File: config.mk
export PLATFORM = sky130hd
export DESIGN_NAME = wb_slave_mux
export DESIGN_NICKNAME = d
export VERILOG_FILES = /design/src/rtl/wb_slave_mux.sv
export SDC_FILE = /design/constraint.sdc
export NUM_CORES = 1
export LEC_CHECK = 0
export BUFFER_PORTS_ARGS = -buffer_cell sky130_fd_sc_hd__buf_2
export CORE_MARGIN = 5
export CORE_UTILIZATION = 45
export DETAILED_ROUTE_END_ITERATION = 8
export GPL_ROUTABILITY_DRIVEN = 0
export PLACE_DENSITY = 0.81
export SYNTH_ARGS = -nofsm -noshare
export SYNTH_HDL_FRONTEND = slang
export SYNTH_SLANG_ARGS = --single-unit
File: constraint.sdc
create_clock -name d_clk -period 2.2 [get_ports d_clk]
set_input_delay 0.66 -clock d_clk [delete_from_list [all_inputs] [get_ports d_clk]]
set_output_delay 0.66 -clock d_clk [all_outputs]
set_load 0.005 [all_outputs]
File: src/rtl/wb_slave_mux.sv
// ---------------------------------------------------------------------------
// wb_slave_mux
//
// Wishbone classic slave decoder / multiplexer. It sits between the core's
// 16-bit bus (one master) and N_SLAVES peripheral slaves. Address decode is
// driven by a table of inclusive ranges. All slave-side signals are
// registered. Only one transaction can be in flight at a time.
//
// For every accepted access the block returns exactly one single-cycle pulse
// on m_ack or on m_err. The one exception is an access abandoned by reset or
// by the master dropping m_cyc; that access gets no pulse.
//
// Optional feature macro: WB_SLAVE_MUX_ERRLOG_EN
//   When defined, an error log adds the ports o_err_adr, o_err_src and
//   o_err_cnt. It records the address and cause of the most recent m_err
//   pulse and counts errors, saturating at 255.
//
// Ports
//   d_clk      clock (rising edge)
//   i_rst      synchronous reset, active low
//   m_cyc      master cycle
//   m_stb      master strobe
//   m_we       master write enable
//   m_adr      master word address       [ADDR_W]
//   m_dat_w    master write data         [DATA_W]
//   m_sel      master byte select        [SEL_W]
//   m_dat_r    read data to master, registered, holds between accesses
//   m_ack      acknowledge, 1-cycle registered pulse
//   m_err      bus error (unmapped / timeout / slave error), 1-cycle pulse
//   s_cyc      shared cycle to all slaves
//   s_stb      one-hot strobe            [N_SLAVES]
//   s_we       registered write enable
//   s_adr      registered address offset inside the selected slave
//   s_dat_w    registered write data
//   s_sel      registered byte select
//   s_dat_r    packed slave read data    [N_SLAVES*DATA_W]
//   s_ack      slave acknowledges        [N_SLAVES]
//   s_err      slave errors              [N_SLAVES]
//   o_err_adr  (ERRLOG) address of the last errored access
//   o_err_src  (ERRLOG) cause: 0 unmapped, 1 timeout, 2 slave error
//   o_err_cnt  (ERRLOG) saturating error count
// ---------------------------------------------------------------------------
module wb_slave_mux #(
  parameter int                         N_SLAVES   = 6,
  parameter int                         ADDR_W     = 24,
  parameter int                         DATA_W     = 16,
  parameter int                         SEL_W      = 2,
  parameter logic [N_SLAVES*ADDR_W-1:0] SLAVE_BASE = '0,
  parameter logic [N_SLAVES*ADDR_W-1:0] SLAVE_END  = '0,
  parameter int                         TIMEOUT    = 255
) (
  input  logic                         d_clk,
  input  logic                         i_rst,
  input  logic                         m_cyc,
  input  logic                         m_stb,
  input  logic                         m_we,
  input  logic [ADDR_W-1:0]            m_adr,
  input  logic [DATA_W-1:0]            m_dat_w,
  input  logic [SEL_W-1:0]             m_sel,
  output logic [DATA_W-1:0]            m_dat_r,
  output logic                         m_ack,
  output logic                         m_err,
  output logic                         s_cyc,
  output logic [N_SLAVES-1:0]          s_stb,
  output logic                         s_we,
  output logic [ADDR_W-1:0]            s_adr,
  output logic [DATA_W-1:0]            s_dat_w,
  output logic [SEL_W-1:0]             s_sel,
  input  logic [N_SLAVES*DATA_W-1:0]   s_dat_r,
  input  logic [N_SLAVES-1:0]          s_ack,
  input  logic [N_SLAVES-1:0]          s_err
`ifdef WB_SLAVE_MUX_ERRLOG_EN
  ,
  output logic [ADDR_W-1:0]            o_err_adr,
  output logic [1:0]                   o_err_src,
  output logic [7:0]                   o_err_cnt
`endif
);

  // Index width is kept at least 1 bit so that a single-slave build still works.
  localparam int IDX_W = (N_SLAVES > 1) ? $clog2(N_SLAVES) : 1;
  // The counter must be able to hold TIMEOUT itself. It is 1 bit wide when the
  // watchdog is disabled.
  localparam int CNT_W = (TIMEOUT > 0) ? $clog2(TIMEOUT + 1) : 1;

  localparam logic [1:0] ST_IDLE   = 2'd0;
  localparam logic [1:0] ST_ACTIVE = 2'd1;
  localparam logic [1:0] ST_RESP   = 2'd2;

  localparam logic [1:0] SRC_UNMAPPED = 2'd0;
  localparam logic [1:0] SRC_TIMEOUT  = 2'd1;
  localparam logic [1:0] SRC_SLVERR   = 2'd2;

  localparam logic [N_SLAVES-1:0] STB_ONE = N_SLAVES'(1);

  // State and captured request
  logic [1:0]          state_r;
  logic [1:0]          state_nxt_s;
  logic [IDX_W-1:0]    idx_r;
  logic [ADDR_W-1:0]   adr_r;
  logic [CNT_W-1:0]    cnt_r;
  logic [CNT_W-1:0]    cnt_nxt_s;
  logic [CNT_W-1:0]    cnt_inc_s;
  logic                timeout_s;

  // Decode results for the current m_adr
  logic                hit_s;
  logic [IDX_W-1:0]    idx_s;
  logic [ADDR_W-1:0]   off_s;

  // Response of the selected slave
  logic                sel_ack_s;
  logic                sel_err_s;
  logic [DATA_W-1:0]   sel_dat_s;

  // Control decisions of the current cycle
  logic                accept_s;
  logic                go_ack_s;
  logic                go_err_s;
  logic                cap_dat_s;
  logic [1:0]          err_src_s;
  logic [IDX_W-1:0]    idx_nxt_s;
  logic [N_SLAVES-1:0] stb_nxt_s;
  logic [ADDR_W-1:0]   err_adr_s;

  // Range decode. The loop walks from the highest slave down to the lowest so
  // that the lowest matching index is the last one written and wins overlaps.
  always_comb begin
    hit_s = 1'b0;
    idx_s = '0;
    off_s = '0;
    for (int k = N_SLAVES - 1; k >= 0; k--) begin
      if ((m_adr >= SLAVE_BASE[k*ADDR_W +: ADDR_W]) &&
          (m_adr <= SLAVE_END[k*ADDR_W +: ADDR_W])) begin
        hit_s = 1'b1;
        idx_s = IDX_W'(k);
        off_s = m_adr - SLAVE_BASE[k*ADDR_W +: ADDR_W];
      end else begin
        hit_s = hit_s;
      end
    end
  end

  // Only the registered (selected) slave is listened to. Acks and errors from
  // the other slaves never reach the FSM.
  assign sel_ack_s = s_ack[idx_r];
  assign sel_err_s = s_err[idx_r];
  assign sel_dat_s = s_dat_r[idx_r*DATA_W +: DATA_W];

  // The watchdog fires on the ACTIVE cycle that brings the count up to
  // TIMEOUT, so s_stb stays high for exactly TIMEOUT cycles.
  assign cnt_inc_s = cnt_r + CNT_W'(1);
  assign timeout_s = (TIMEOUT != 0) && (cnt_inc_s == CNT_W'(TIMEOUT));

  // Next-state logic and response decisions
  always_comb begin
    state_nxt_s = state_r;
    cnt_nxt_s   = cnt_r;
    accept_s    = 1'b0;
    go_ack_s    = 1'b0;
    go_err_s    = 1'b0;
    cap_dat_s   = 1'b0;
    err_src_s   = SRC_UNMAPPED;
    case (state_r)
      ST_IDLE: begin
        cnt_nxt_s = '0;
        if (m_cyc && m_stb) begin
          accept_s = 1'b1;
          if (hit_s) begin
            state_nxt_s = ST_ACTIVE;
          end else begin
            state_nxt_s = ST_RESP;
            go_err_s    = 1'b1;
            err_src_s   = SRC_UNMAPPED;
          end
        end else begin
          state_nxt_s = ST_IDLE;
        end
      end
      ST_ACTIVE: begin
        // A master that gives up wins over any response in the same cycle.
        if (!m_cyc) begin
          state_nxt_s = ST_IDLE;
          cnt_nxt_s   = '0;
        end else if (sel_err_s) begin
          state_nxt_s = ST_RESP;
          go_err_s    = 1'b1;
          err_src_s   = SRC_SLVERR;
        end else if (sel_ack_s) begin
          state_nxt_s = ST_RESP;
          go_ack_s    = 1'b1;
          cap_dat_s   = 1'b1;
        end else if (timeout_s) begin
          state_nxt_s = ST_RESP;
          go_err_s    = 1'b1;
          err_src_s   = SRC_TIMEOUT;
          cnt_nxt_s   = cnt_inc_s;
        end else begin
          state_nxt_s = ST_ACTIVE;
          // With the watchdog disabled the counter stays at zero and never
          // wraps.
          if (TIMEOUT != 0) begin
            cnt_nxt_s = cnt_inc_s;
          end else begin
            cnt_nxt_s = cnt_r;
          end
        end
      end
      ST_RESP: begin
        state_nxt_s = ST_IDLE;
        cnt_nxt_s   = '0;
      end
      default: begin
        state_nxt_s = ST_IDLE;
        cnt_nxt_s   = '0;
      end
    endcase
  end

  // The strobe is computed one cycle ahead so that it comes straight from a
  // flop while ACTIVE. It drops on the same edge that leaves ACTIVE.
  always_comb begin
    if (accept_s) begin
      idx_nxt_s = idx_s;
    end else begin
      idx_nxt_s = idx_r;
    end
    if (state_nxt_s == ST_ACTIVE) begin
      stb_nxt_s = STB_ONE << idx_nxt_s;
    end else begin
      stb_nxt_s = '0;
    end
  end

  // The logged address is the one being captured on an unmapped access, and
  // the held copy otherwise.
  assign err_adr_s = accept_s ? m_adr : adr_r;

  // FSM state and watchdog counter
  always_ff @(posedge d_clk) begin
    if (!i_rst) begin
      state_r <= ST_IDLE;
      cnt_r   <= '0;
    end else begin
      state_r <= state_nxt_s;
      cnt_r   <= cnt_nxt_s;
    end
  end

  // Request capture and slave-side bus registers
  always_ff @(posedge d_clk) begin
    if (!i_rst) begin
      idx_r   <= '0;
      adr_r   <= '0;
      s_we    <= 1'b0;
      s_adr   <= '0;
      s_dat_w <= '0;
      s_sel   <= '0;
      s_cyc   <= 1'b0;
      s_stb   <= '0;
    end else begin
      if (accept_s) begin
        idx_r   <= idx_s;
        adr_r   <= m_adr;
        s_we    <= m_we;
        s_adr   <= off_s;
        s_dat_w <= m_dat_w;
        s_sel   <= m_sel;
      end else begin
        idx_r   <= idx_r;
        adr_r   <= adr_r;
        s_we    <= s_we;
        s_adr   <= s_adr;
        s_dat_w <= s_dat_w;
        s_sel   <= s_sel;
      end
      s_cyc <= (state_nxt_s == ST_ACTIVE);
      s_stb <= stb_nxt_s;
    end
  end

  // Master-side response pulses and read data. Read data is captured on an
  // accepted ack only, for writes as well as reads.
  always_ff @(posedge d_clk) begin
    if (!i_rst) begin
      m_ack   <= 1'b0;
      m_err   <= 1'b0;
      m_dat_r <= '0;
    end else begin
      m_ack <= go_ack_s;
      m_err <= go_err_s;
      if (cap_dat_s) begin
        m_dat_r <= sel_dat_s;
      end else begin
        m_dat_r <= m_dat_r;
      end
    end
  end

`ifdef WB_SLAVE_MUX_ERRLOG_EN
  // Error log. It is updated on the same edge that raises m_err, so the log
  // is already valid during the pulse.
  always_ff @(posedge d_clk) begin
    if (!i_rst) begin
      o_err_adr <= '0;
      o_err_src <= 2'd0;
      o_err_cnt <= 8'd0;
    end else if (go_err_s) begin
      o_err_adr <= err_adr_s;
      o_err_src <= err_src_s;
      if (o_err_cnt != 8'hFF) begin
        o_err_cnt <= o_err_cnt + 8'd1;
      end else begin
        o_err_cnt <= o_err_cnt;
      end
    end else begin
      o_err_adr <= o_err_adr;
      o_err_src <= o_err_src;
      o_err_cnt <= o_err_cnt;
    end
  end
`else
  // Without the log, the cause and address are computed but have no consumer.
  logic unused_s;
  assign unused_s = ^{err_adr_s, err_src_s};
`endif

endmodule

* Yosys cells after proc, flatten, opt, wreduce, memory -nomap -nowiden
Cells that the tools add are included.
** Storage, ports and cells
- ROM bits :: 0
- Output and inout port bits :: 68
- Bits in writable memories :: 0
- Bits in latches :: 0
- Memories :: 0
- Register bits after elaboration :: 81
- Bits of input ports :: 155
- Word-level logic and storage cells :: 56
** Cells by class
- Multiply operators :: 0
- Equal/unequal tests :: 3
- $add $sub $neg :: 1
- Bitwise logic cells :: 2
- Shift-type cells :: 2
- Reduce and logical (&&, ||, !) cells :: 6
- $lt $le $gt $ge :: 3
- Divide/modulo/power cells :: 0
- Muxes and demuxes :: 27
** Operators by type and width (number)
- variable part select 96 x 8 -> 16 bit :: 1
- greater-or-equal comparator 24 x 1 -> 1 bit, second input constant :: 1
- less-or-equal comparator 24 x 1 -> 1 bit, second input constant :: 1
- 2-to-1 mux 24 bit :: 1
- 2-to-1 mux 1 bit :: 15
- 2-to-1 mux 2 bit :: 6
- adder 8 x 1 -> 8 bit, second input constant :: 1
- equality test 8 bit, second input constant :: 1
- binary-select mux 1 bit (select 3 bit) :: 2
- << shifter 1 x 3 -> 6 bit, first input constant :: 1
- equality test 2 x 1 -> 1 bit, second input constant :: 2
- < comparator 3 x 4 -> 1 bit, second input constant :: 1
- one-hot mux 2 bit (2 select lines) :: 1
- AND reduction 2 bit :: 2
- 2-to-1 mux 3 bit :: 1
- AND reduction 3 bit :: 1
- logical AND 1 bit :: 2
- zero test 2 bit :: 1
- inverter 1 bit :: 2
- one-hot mux 1 bit (2 select lines) :: 1

* Depth between registers and ports, before layout
Gate-level depths: netlist of the first run.
- Depth in word-level cells :: 9
- Gate-level depth with buffers :: 9
- Gate-level depth less buffers :: 6

* Worst setup path after synthesis of the first run
OpenSTA, ideal clock, no wires.
- Kind :: input to register
- Start :: in s_err[5]
- End :: reg m_dat_r[6]
- Buffers on the path :: 1
- Slack :: 0.314 ns
- Arrival :: 1.814 ns
- Data required time :: 2.128 ns
- Cell stages on the path :: 6
- Cell sequence :: mux2i_1 > nand2b_1 > o211ai_2 > nor3_4 > buf_12 > mux2i_1
** Between the ends
- Word-level cells in the longest chain between the ends :: 5
** Ends and longest elaborated chain
- start: declaration :: line 71 : input logic [N_SLAVES-1:0] s_err
- binary-select mux 1 bit (select 3 bit) :: line 147 : assign sel_err_s = s_err[idx_r];
- 2-to-1 mux 1 bit (implied by the code) :: line 147
- 2-to-1 mux 1 bit :: line 185 : end else if (sel_err_s) begin
- 2-to-1 mux 1 bit :: line 182 : if (!m_cyc) begin
- 2-to-1 mux 1 bit
- end signal: assignment :: line 293 : m_dat_r <= sel_dat_s;
- end signal: assignment :: line 295 : m_dat_r <= m_dat_r;
- end: declaration :: line 60 : output logic [DATA_W-1:0] m_dat_r,
Every way passes these cells. The select of a mux whose other input is x is not followed.
A chain may end at the register's enable or synchronous reset.

* Worst setup path in the final report of the first run
- Start :: reg idx_r[0]
- End :: reg s_stb[1]
** Between the ends
- Word-level cells in the longest chain between the ends :: 8
** Ends and longest elaborated chain
- start: declaration :: line 99 : logic [IDX_W-1:0] idx_r;
- start signal: assignment :: line 263 : idx_r <= idx_s;
- start signal: assignment :: line 270 : idx_r <= idx_r;
- binary-select mux 1 bit (select 3 bit) :: line 146 : assign sel_ack_s = s_ack[idx_r];
- 2-to-1 mux 1 bit (implied by the code) :: line 146
- 2-to-1 mux 2 bit :: line 189 : end else if (sel_ack_s) begin
- 2-to-1 mux 2 bit :: line 185
- 2-to-1 mux 2 bit :: line 182
- one-hot mux 2 bit (2 select lines) :: line 164 : case (state_r)
- equality test 2 x 1 -> 1 bit :: line 228 : if (state_nxt_s == ST_ACTIVE) begin
- AND reduction 2 bit (no line)
- end signal: assignment :: line 278 : s_stb <= stb_nxt_s;
- end: declaration :: line 64 : output logic [N_SLAVES-1:0] s_stb,
Parallel ways exist; a longest one is shown, timed or not. The select of a mux whose other input is x is not followed.

==> load_flow_metrics.sql, run 1 <==
INSERT INTO impl_metrics (metric_group, metric, value, unit) VALUES
('logic_synthesis', 'synth-main-ff-cell', 'dfxtp_1', ''),
('power_and_ir_drop', 'share_of_power_burned_in_the_clock_network', '41.2', '%'),
('final_layout', 'fin_nets', '784', ''),
('cts', 'numClockSinks', '81', ''),
('cts', 'post-cts-setup-buffers', '0', ''),
('power_and_ir_drop', 'final_total_power', '3.05', 'mW'),
('power_and_ir_drop', 'p_leak', '2.49', 'nW'),
('die', 'die_width', '104', 'um'),
('logic_synthesis', 'share_of_synthesized_area_occupied_by_flip_flops_and_latches', '41.0', '%'),
('power_and_ir_drop', 'p_sw', '0.728', 'mW'),
('die', 'floorplan.rows', '34', ''),
('placed_design', 'hpwlAfterDp', '9.29', 'mm'),
('detailed_routing', 'wl', '11.8', 'mm'),
('global_routing', 'first_global_vias', '3997', ''),
('global_routing', 'global_route_congestion_overflow_total', '0', ''),
('timing', 'timing.final.max_slew_violations', '0', ''),
('die', 'io-pin-count', '223', ''),
('final_layout', 'antennaDiodeCount', '0', ''),
('final_layout', 'area_growth_syn_to_layout', '36.5', '%'),
('logic_synthesis', 'synth-warning-count', '0', ''),
('global_routing', 'pin_count_of_the_biggest_net_entering_global_routing', '79', ''),
('logic_synthesis', 'synth_top_cells_by_area', 'dfxtp_1 (41%), mux2i_1 (9.6%), mux4_2 (9.1%), nand2_1 (6.0%), and3_1 (4.6%)', ''),
('critical_path', 'required', '2440', 'ps'),
('global_routing', 'wire_length_of_the_first_global_routing_pass', '19.2', 'mm'),
('critical_path', 'cell_breakdown_of_the_critical_path', 'mux2i_1 > a21oi_1 > a21oi_2 > nand2_1 > nor4_1', ''),
('critical_path', 'timing.critical_path.depth', '5', ''),
('logic_synthesis', 'syn_inst', '413', ''),
('logic_synthesis', 'post_synth_cell_types', '44', ''),
('placed_design', 'buffer_ports.inserted', '222', ''),
('run_status', 'status', 'completed', ''),
('cts', 'cts_tree', 'built', ''),
('timing', 'fin_setup_tns', '0', 'ps'),
('logic_synthesis', 'synth_seq_cells', '81', ''),
('logic_synthesis', 'synth_largest_type_area_fraction', '41.0', '%'),
('die', 'die_y', '104', 'um'),
('detailed_routing', 'first_pass_iters', '4', ''),
('timing', 'unrepaired_setup_endpoints_after_global_routing', 'false', ''),
('critical_path', 'criticalPathCategory', 'reg -> reg', ''),
('timing', 'fin_worst_hold_slack', '453', 'ps'),
('cts', 'worstSkewPairLatency', '350', 'ps'),
('global_routing', 'grt_util_all_layers', '21.4', '%'),
('critical_path', 'endpoint_kind', 'flip-flop', ''),
('power_and_ir_drop', 'power.share.combinational', '9.9', '%'),
('detailed_routing', 'drc', '0', ''),
('timing', 'setup_viol_count_final', '0', ''),
('timing', 'max_freq', '511', 'MHz'),
('power_and_ir_drop', 'vdd_drop_max', '0.423', 'mV'),
('critical_path', 'critical-path-slowest-cell', 'dfxtp_2', ''),
('critical_path', 'cp-start-kind', 'flip-flop', ''),
('logic_synthesis', 'synthArstFlopShare', '0', '%'),
('die', 'core_box_area', '8640', 'um^2'),
('logic_synthesis', 'syn-cell-area', '3960', 'um^2'),
('detailed_routing', 'ant_nets', '0', ''),
('cts', 'clock_root_buffer', 'clkbuf_8', ''),
('final_layout', 'layout_cells_sized_above_1', '44.6', '%'),
('critical_path', 'r2r.worst_path.cells', '5', ''),
('hold_path', 'holdPathStages', '2', ''),
('global_routing', 'grt_antenna_before_repair', '0', ''),
('power_and_ir_drop', 'p_sw_share', '23.9', '%'),
('detailed_routing', 'dr_total_vias', '3799', ''),
('cts', 'cts-buffers-inserted', '9', ''),
('detailed_routing', 'via_per_inst', '5.13', ''),
('die', 'initial_utilization', '45.8', '%'),
('timing', 'timing_worst_slew_pin_value', '651', 'ps'),
('power_and_ir_drop', 'int_power', '2.32', 'mW'),
('critical_path', 'max_stage_delay', '530', 'ps'),
('logic_synthesis', 'yosysTopAreaCell', 'dfxtp_1', ''),
('critical_path', 'cp.arrival', '2200', 'ps'),
('power_and_ir_drop', 'p_seq_share', '48.9', '%'),
('power_and_ir_drop', 'power_density', '564', 'nW/um^2'),
('timing', 'final_critical_period', '1960', 'ps');
-- final cells by class --
class	count	area, um^2
multi-input cells	298	2160
well taps	108	135
clock inverters	7	111
repair buffers	234	1240
fillers	776	3230
flip-flops and latches	81	1620
inverters	3	11.3
clock buffers	9	124
-- path summary, 6_finish.rpt --
| path | startpoint | endpoint | slack, ps |
|---|---|---|---|
| max reg2reg | idx_r[0] | s_stb[1] | 240 |
| max | idx_r[0] | s_stb[1] | 240 |
| min | m_dat_r[14] | m_dat_r[14] | 450 |
| min reg2reg | m_dat_r[14] | m_dat_r[14] | 450 |
-- registers in the layout, indices dropped and copies added, names as in the netlist --
register,cells
s_cyc,1
m_err,1
idx_r,3
s_sel,2
cnt_r,8
s_dat_w,16
m_ack,1
s_we,1
state_r,2
s_adr,24
s_stb,6
m_dat_r,16
-- metal layers --
metal  GRT usage, %  wire length (um)  vias to the layer above
met5              0                 0                        -
met4           6.94               220                        0
met3           5.91               753                       18
met2           39.1              6130                      134
met1           23.7              4700                     1768
li1               -                 -                     1879
-- cell usage in the layout (no fill, tap or decap), types with 2 or more instances in the layout --
cell / Yosys / layout
buf_2: 1 / 222
dfxtp_1: 81 / 79
nand2_1: 63 / 63
mux2i_1: 38 / 38
nor2_1: 30 / 30
and3_1: 29 / 29
a21boi_0: 19 / 19
nor2b_1: 19 / 19
o21ai_0: 17 / 17
mux4_2: 16 / 16
nor4_1: 10 / 10
xnor2_1: 9 / 9
clkbuf_8: 0 / 9
buf_4: 3 / 9
nand3_1: 5 / 5
a211oi_1: 5 / 5
nor3_1: 4 / 4
inv_1: 3 / 3
nand2b_1: 3 / 3
a31o_2: 3 / 3
a21oi_1: 3 / 3
a21o_1: 3 / 3
inv_6: 0 / 3
buf_12: 1 / 3
and4_1: 2 / 2
nor3b_1: 2 / 2
ha_1: 2 / 2
bufinv_16: 0 / 2
dfxtp_2: 0 / 2
-- cell usage after synthesis (all sizes together), types with 6 or more instances --
library cell / instances
nand2: 63
nor2: 30
buf: 11
a21boi: 19
nor3: 6
mux4: 16
and3: 29
o21ai: 17
clkbuf: 20
mux2i: 38
nor4: 10
dfxtp: 81
xnor2: 9
nor2b: 19
-- power groups by stage --
stage	sequential, mW	clock, mW	combinational, mW
2_1_floorplan	1.53	0	0.117
3_3_place_gp	1.52	0	0.291
3_5_place_dp	1.53	0	0.301
4_1_cts	1.49	1.29	0.302
5_1_grt	1.49	1.35	0.332
6_report	1.49	1.25	0.301
-- through the flow --
stage	area [um^2]	utilization [%]	setup WS (ps)	std cells
after floorplan	3960	-	314	413
after global placement	5160	59.8	181	724
after detailed placement	5160	59.8	114	724
after CTS	5400	62.5	208	740
after global routing	5400	62.5	46.1	740
final	5400	62.5	243	740
-- what timing repair did --
action,CTS,global route
hold buffers,0,0
gates resized for setup,0,1
setup endpoints to repair,0,1
-- logic make-up after synthesis --
group	count (synthesis)	share of synthesized area, %
AO/OA/AOI/OAI	59	10.8
XOR/XNOR	10	2.21
adder cells (fa/ha/maj)	2	0.632
buffers and inverters	34	4.52
flip-flops	81	41.0
multiplexers	54	18.7
AND/OR/NAND/NOR	173	22.2
-- worst register-to-register path, cell delays in order (launching register included) --
cell and delay (ps):
dfxtp_2 530, mux2i_1 330, a21oi_1 250, a21oi_2 340, nand2_1 180, nor4_1 210
(Power assumes the default switching activity.)
==> inputs of run 2 (changes only) <==
Clock period 2.2 ns to 2.19 ns, I/O delays scaled along.
==> load_flow_metrics.sql, run 2 (synthesized netlist as in run 1, its figures left out) <==
INSERT INTO impl_metrics (metric_group, metric, value, unit) VALUES
('timing', 'setup_viol_count_final', '0', ''),
('placed_design', 'buffer_ports.inserted', '222', ''),
('final_layout', 'post-route-util', '62.0', '%'),
('cts', 'cts_tree', 'built', ''),
('cts', 'worstSkewPairLatency', '350', 'ps'),
('die', 'io-pin-count', '223', ''),
('final_layout', 'antennaDiodeCount', '0', ''),
('placed_design', 'preCtsSetupSlack', '109', 'ps'),
('timing', 'fin_worst_hold_slack', '457', 'ps'),
('global_routing', 'grt_antenna_before_repair', '0', ''),
('die', 'die_y', '104', 'um'),
('global_routing', 'pin_count_of_the_biggest_net_entering_global_routing', '79', ''),
('detailed_routing', 'routedWlPerCell', '15.9', 'um'),
('final_layout', 'area_growth_syn_to_layout', '35.2', '%'),
('detailed_routing', 'via_per_inst', '5.19', ''),
('critical_path', 'cp-start-kind', 'flip-flop', ''),
('power_and_ir_drop', 'power_density', '540', 'nW/um^2'),
('detailed_routing', 'wl', '11.7', 'mm'),
('timing', 'timing_worst_slew_pin_value', '627', 'ps'),
('cts', 'htree_levels', '3', ''),
('timing', 'setup_slack', '158', 'ps'),
('die', 'die-area', '10800', 'um^2'),
('timing', 'finalHoldViolCount', '0', ''),
('cts', 'cts-buffers-inserted', '9', ''),
('die', 'floorplan.rows', '34', ''),
('die', 'die_width', '104', 'um'),
('global_routing', 'wire_length_of_the_first_global_routing_pass', '19.2', 'mm'),
('die', 'initial_utilization', '45.8', '%'),
('die', 'core_box_area', '8640', 'um^2'),
('timing', 'final_critical_period', '2030', 'ps'),
('timing', 'timing.final.crit_share', '92.8', '%'),
('final_layout', 'layout_commonest_cell', 'buf_2', ''),
('cts', 'post-cts-setup-buffers', '0', ''),
('cts', 'post_cts_resized', '0', ''),
('detailed_routing', 'ant_nets', '0', ''),
('final_layout', 'largest_registers', 's_adr: 24 flops, m_dat_r: 16 flops, s_dat_w: 16 flops', ''),
('cts', 'cts.path.max_buffers', '2', ''),
('cts', 'clock_root_buffer', 'clkbuf_8', ''),
('final_layout', 'num-fill-cells', '773', ''),
('cts', 'clkSlewWorstSetupHoldPaths', '80', 'ps'),
('final_layout', 'registers.top_by_ff_count', 's_adr', ''),
('placed_design', 'hpwlAfterDp', '9.17', 'mm'),
('hold_path', 'hold_class', 'reg -> reg', ''),
('timing', 'unrepaired_setup_endpoints_after_global_routing', 'false', ''),
('final_layout', 'fin_nets', '783', ''),
('global_routing', 'grt_util_all_layers', '21.3', '%'),
('critical_path', 'crit_path_max_fanout', '16', ''),
('job', 'max_cap_viols', '0', ''),
('final_layout', 'most_used_cells_in_the_layout_excluding_fill_and_tap_cells', 'buf_2 (222), dfxtp_1 (80), nand2_1 (63)', ''),
('global_routing', 'first_global_vias', '4009', ''),
('detailed_routing', 'dr.first_iter.drc_count', '136', ''),
('critical_path', 'cp.arrival', '2300', 'ps'),
('timing', 'timing.final.max_slew_violations', '0', ''),
('critical_path', 'required', '2450', 'ps'),
('power_and_ir_drop', 'vdd_drop_max', '0.480', 'mV'),
('power_and_ir_drop', 'p_leak', '2.46', 'nW'),
('critical_path', 'criticalPathCategory', 'reg -> reg', ''),
('timing', 'fin_setup_tns', '0', 'ps'),
('detailed_routing', 'dr_total_vias', '3833', ''),
('timing', 'worst_slew_margin_rel', '58.2', '%'),
('cts', 'hold_buffers', '0', ''),
('detailed_routing', 'first_pass_iters', '4', ''),
('final_layout', 'largest_register_ff_count', '24', ''),
('final_layout', 'layout_cells_sized_above_1', '44.1', '%'),
('cts', 'numClockSinks', '81', ''),
('run_status', 'status', 'completed', ''),
('global_routing', 'global_route_congestion_overflow_total', '0', ''),
('detailed_routing', 'drc', '0', ''),
('critical_path', 'endpoint_kind', 'flip-flop', ''),
('timing', 'max_freq', '492', 'MHz'),
('timing', 'timing.clock.skew', '13.3', 'ps');
run 2: cell types whose count changed in the layout (fill, tap and decap cells not counted):
| cell | delta |
|---|---|
| inv_6 | -1 |
| buf_4 | -1 |
| bufinv_16 | -1 |
| clkinv_8 | -1 |
| dfxtp_1 | +1 |
| clkinvlp_4 | +2 |
| clkinv_4 | -1 |
| dfxtp_2 | -1 |
| clkbuf_1 | +2 |
run 2: path summary, 6_finish.rpt:
check,startpoint,to,slack (ps),depth (start not counted)
setup / recovery,idx_r[1],m_dat_r[8],160,7
hold / removal,m_dat_r[6],m_dat_r[6],460,2
setup reg to reg,idx_r[1],m_dat_r[8],160,7
hold reg to reg,m_dat_r[6],m_dat_r[6],460,2
run 2: metrics by stage:
step	instances	total power [mW]	cell area, um^2
6_report	739	2.89	5350
5_1_grt	739	3.03	5350
4_1_cts	739	2.93	5350
3_5_place_dp	723	1.83	5160
3_3_place_gp	723	1.82	5160
2_1_floorplan	413	1.65	3960
run 2: worst max-delay path, stage by stage (launching register included):
cell      delay [ps]
dfxtp_1          480
buf_4            270
mux2i_1          240
o22a_2           190
o211ai_2         120
nor3_4           230
buf_12           200
mux2i_1          210
run 2: power by group:
group / leakage (nW) / switching [mW] / total, mW / internal [mW]
Clock: 0.0906 / 0.556 / 1.09 / 0.537
Combinational: 1.72 / 0.127 / 0.300 / 0.173
Sequential: 0.655 / 0.00834 / 1.50 / 1.49
run 2: layout make-up:
type	count	area (um^2)	share of cell area, %
clock buffer	11	131	2.45
clock inverter	5	62.6	1.17
inverter	3	11.3	0.210
multi-input combinational	298	2160	40.3
sequential	81	1620	30.3
tap	108	135	2.53
timing repair buffer	233	1230	23.0
run 2: metal layers:
| layer | GRT usage (%) | share of wire (%) | vias up |
|---|---|---|---|
| met5 | 0 | 0 | - |
| met4 | 8.97 | 2.8 | 0 |
| met3 | 5.22 | 6.7 | 25 |
| met2 | 37.8 | 51 | 147 |
| met1 | 24.3 | 39 | 1783 |
| li1 | - | - | 1878 |
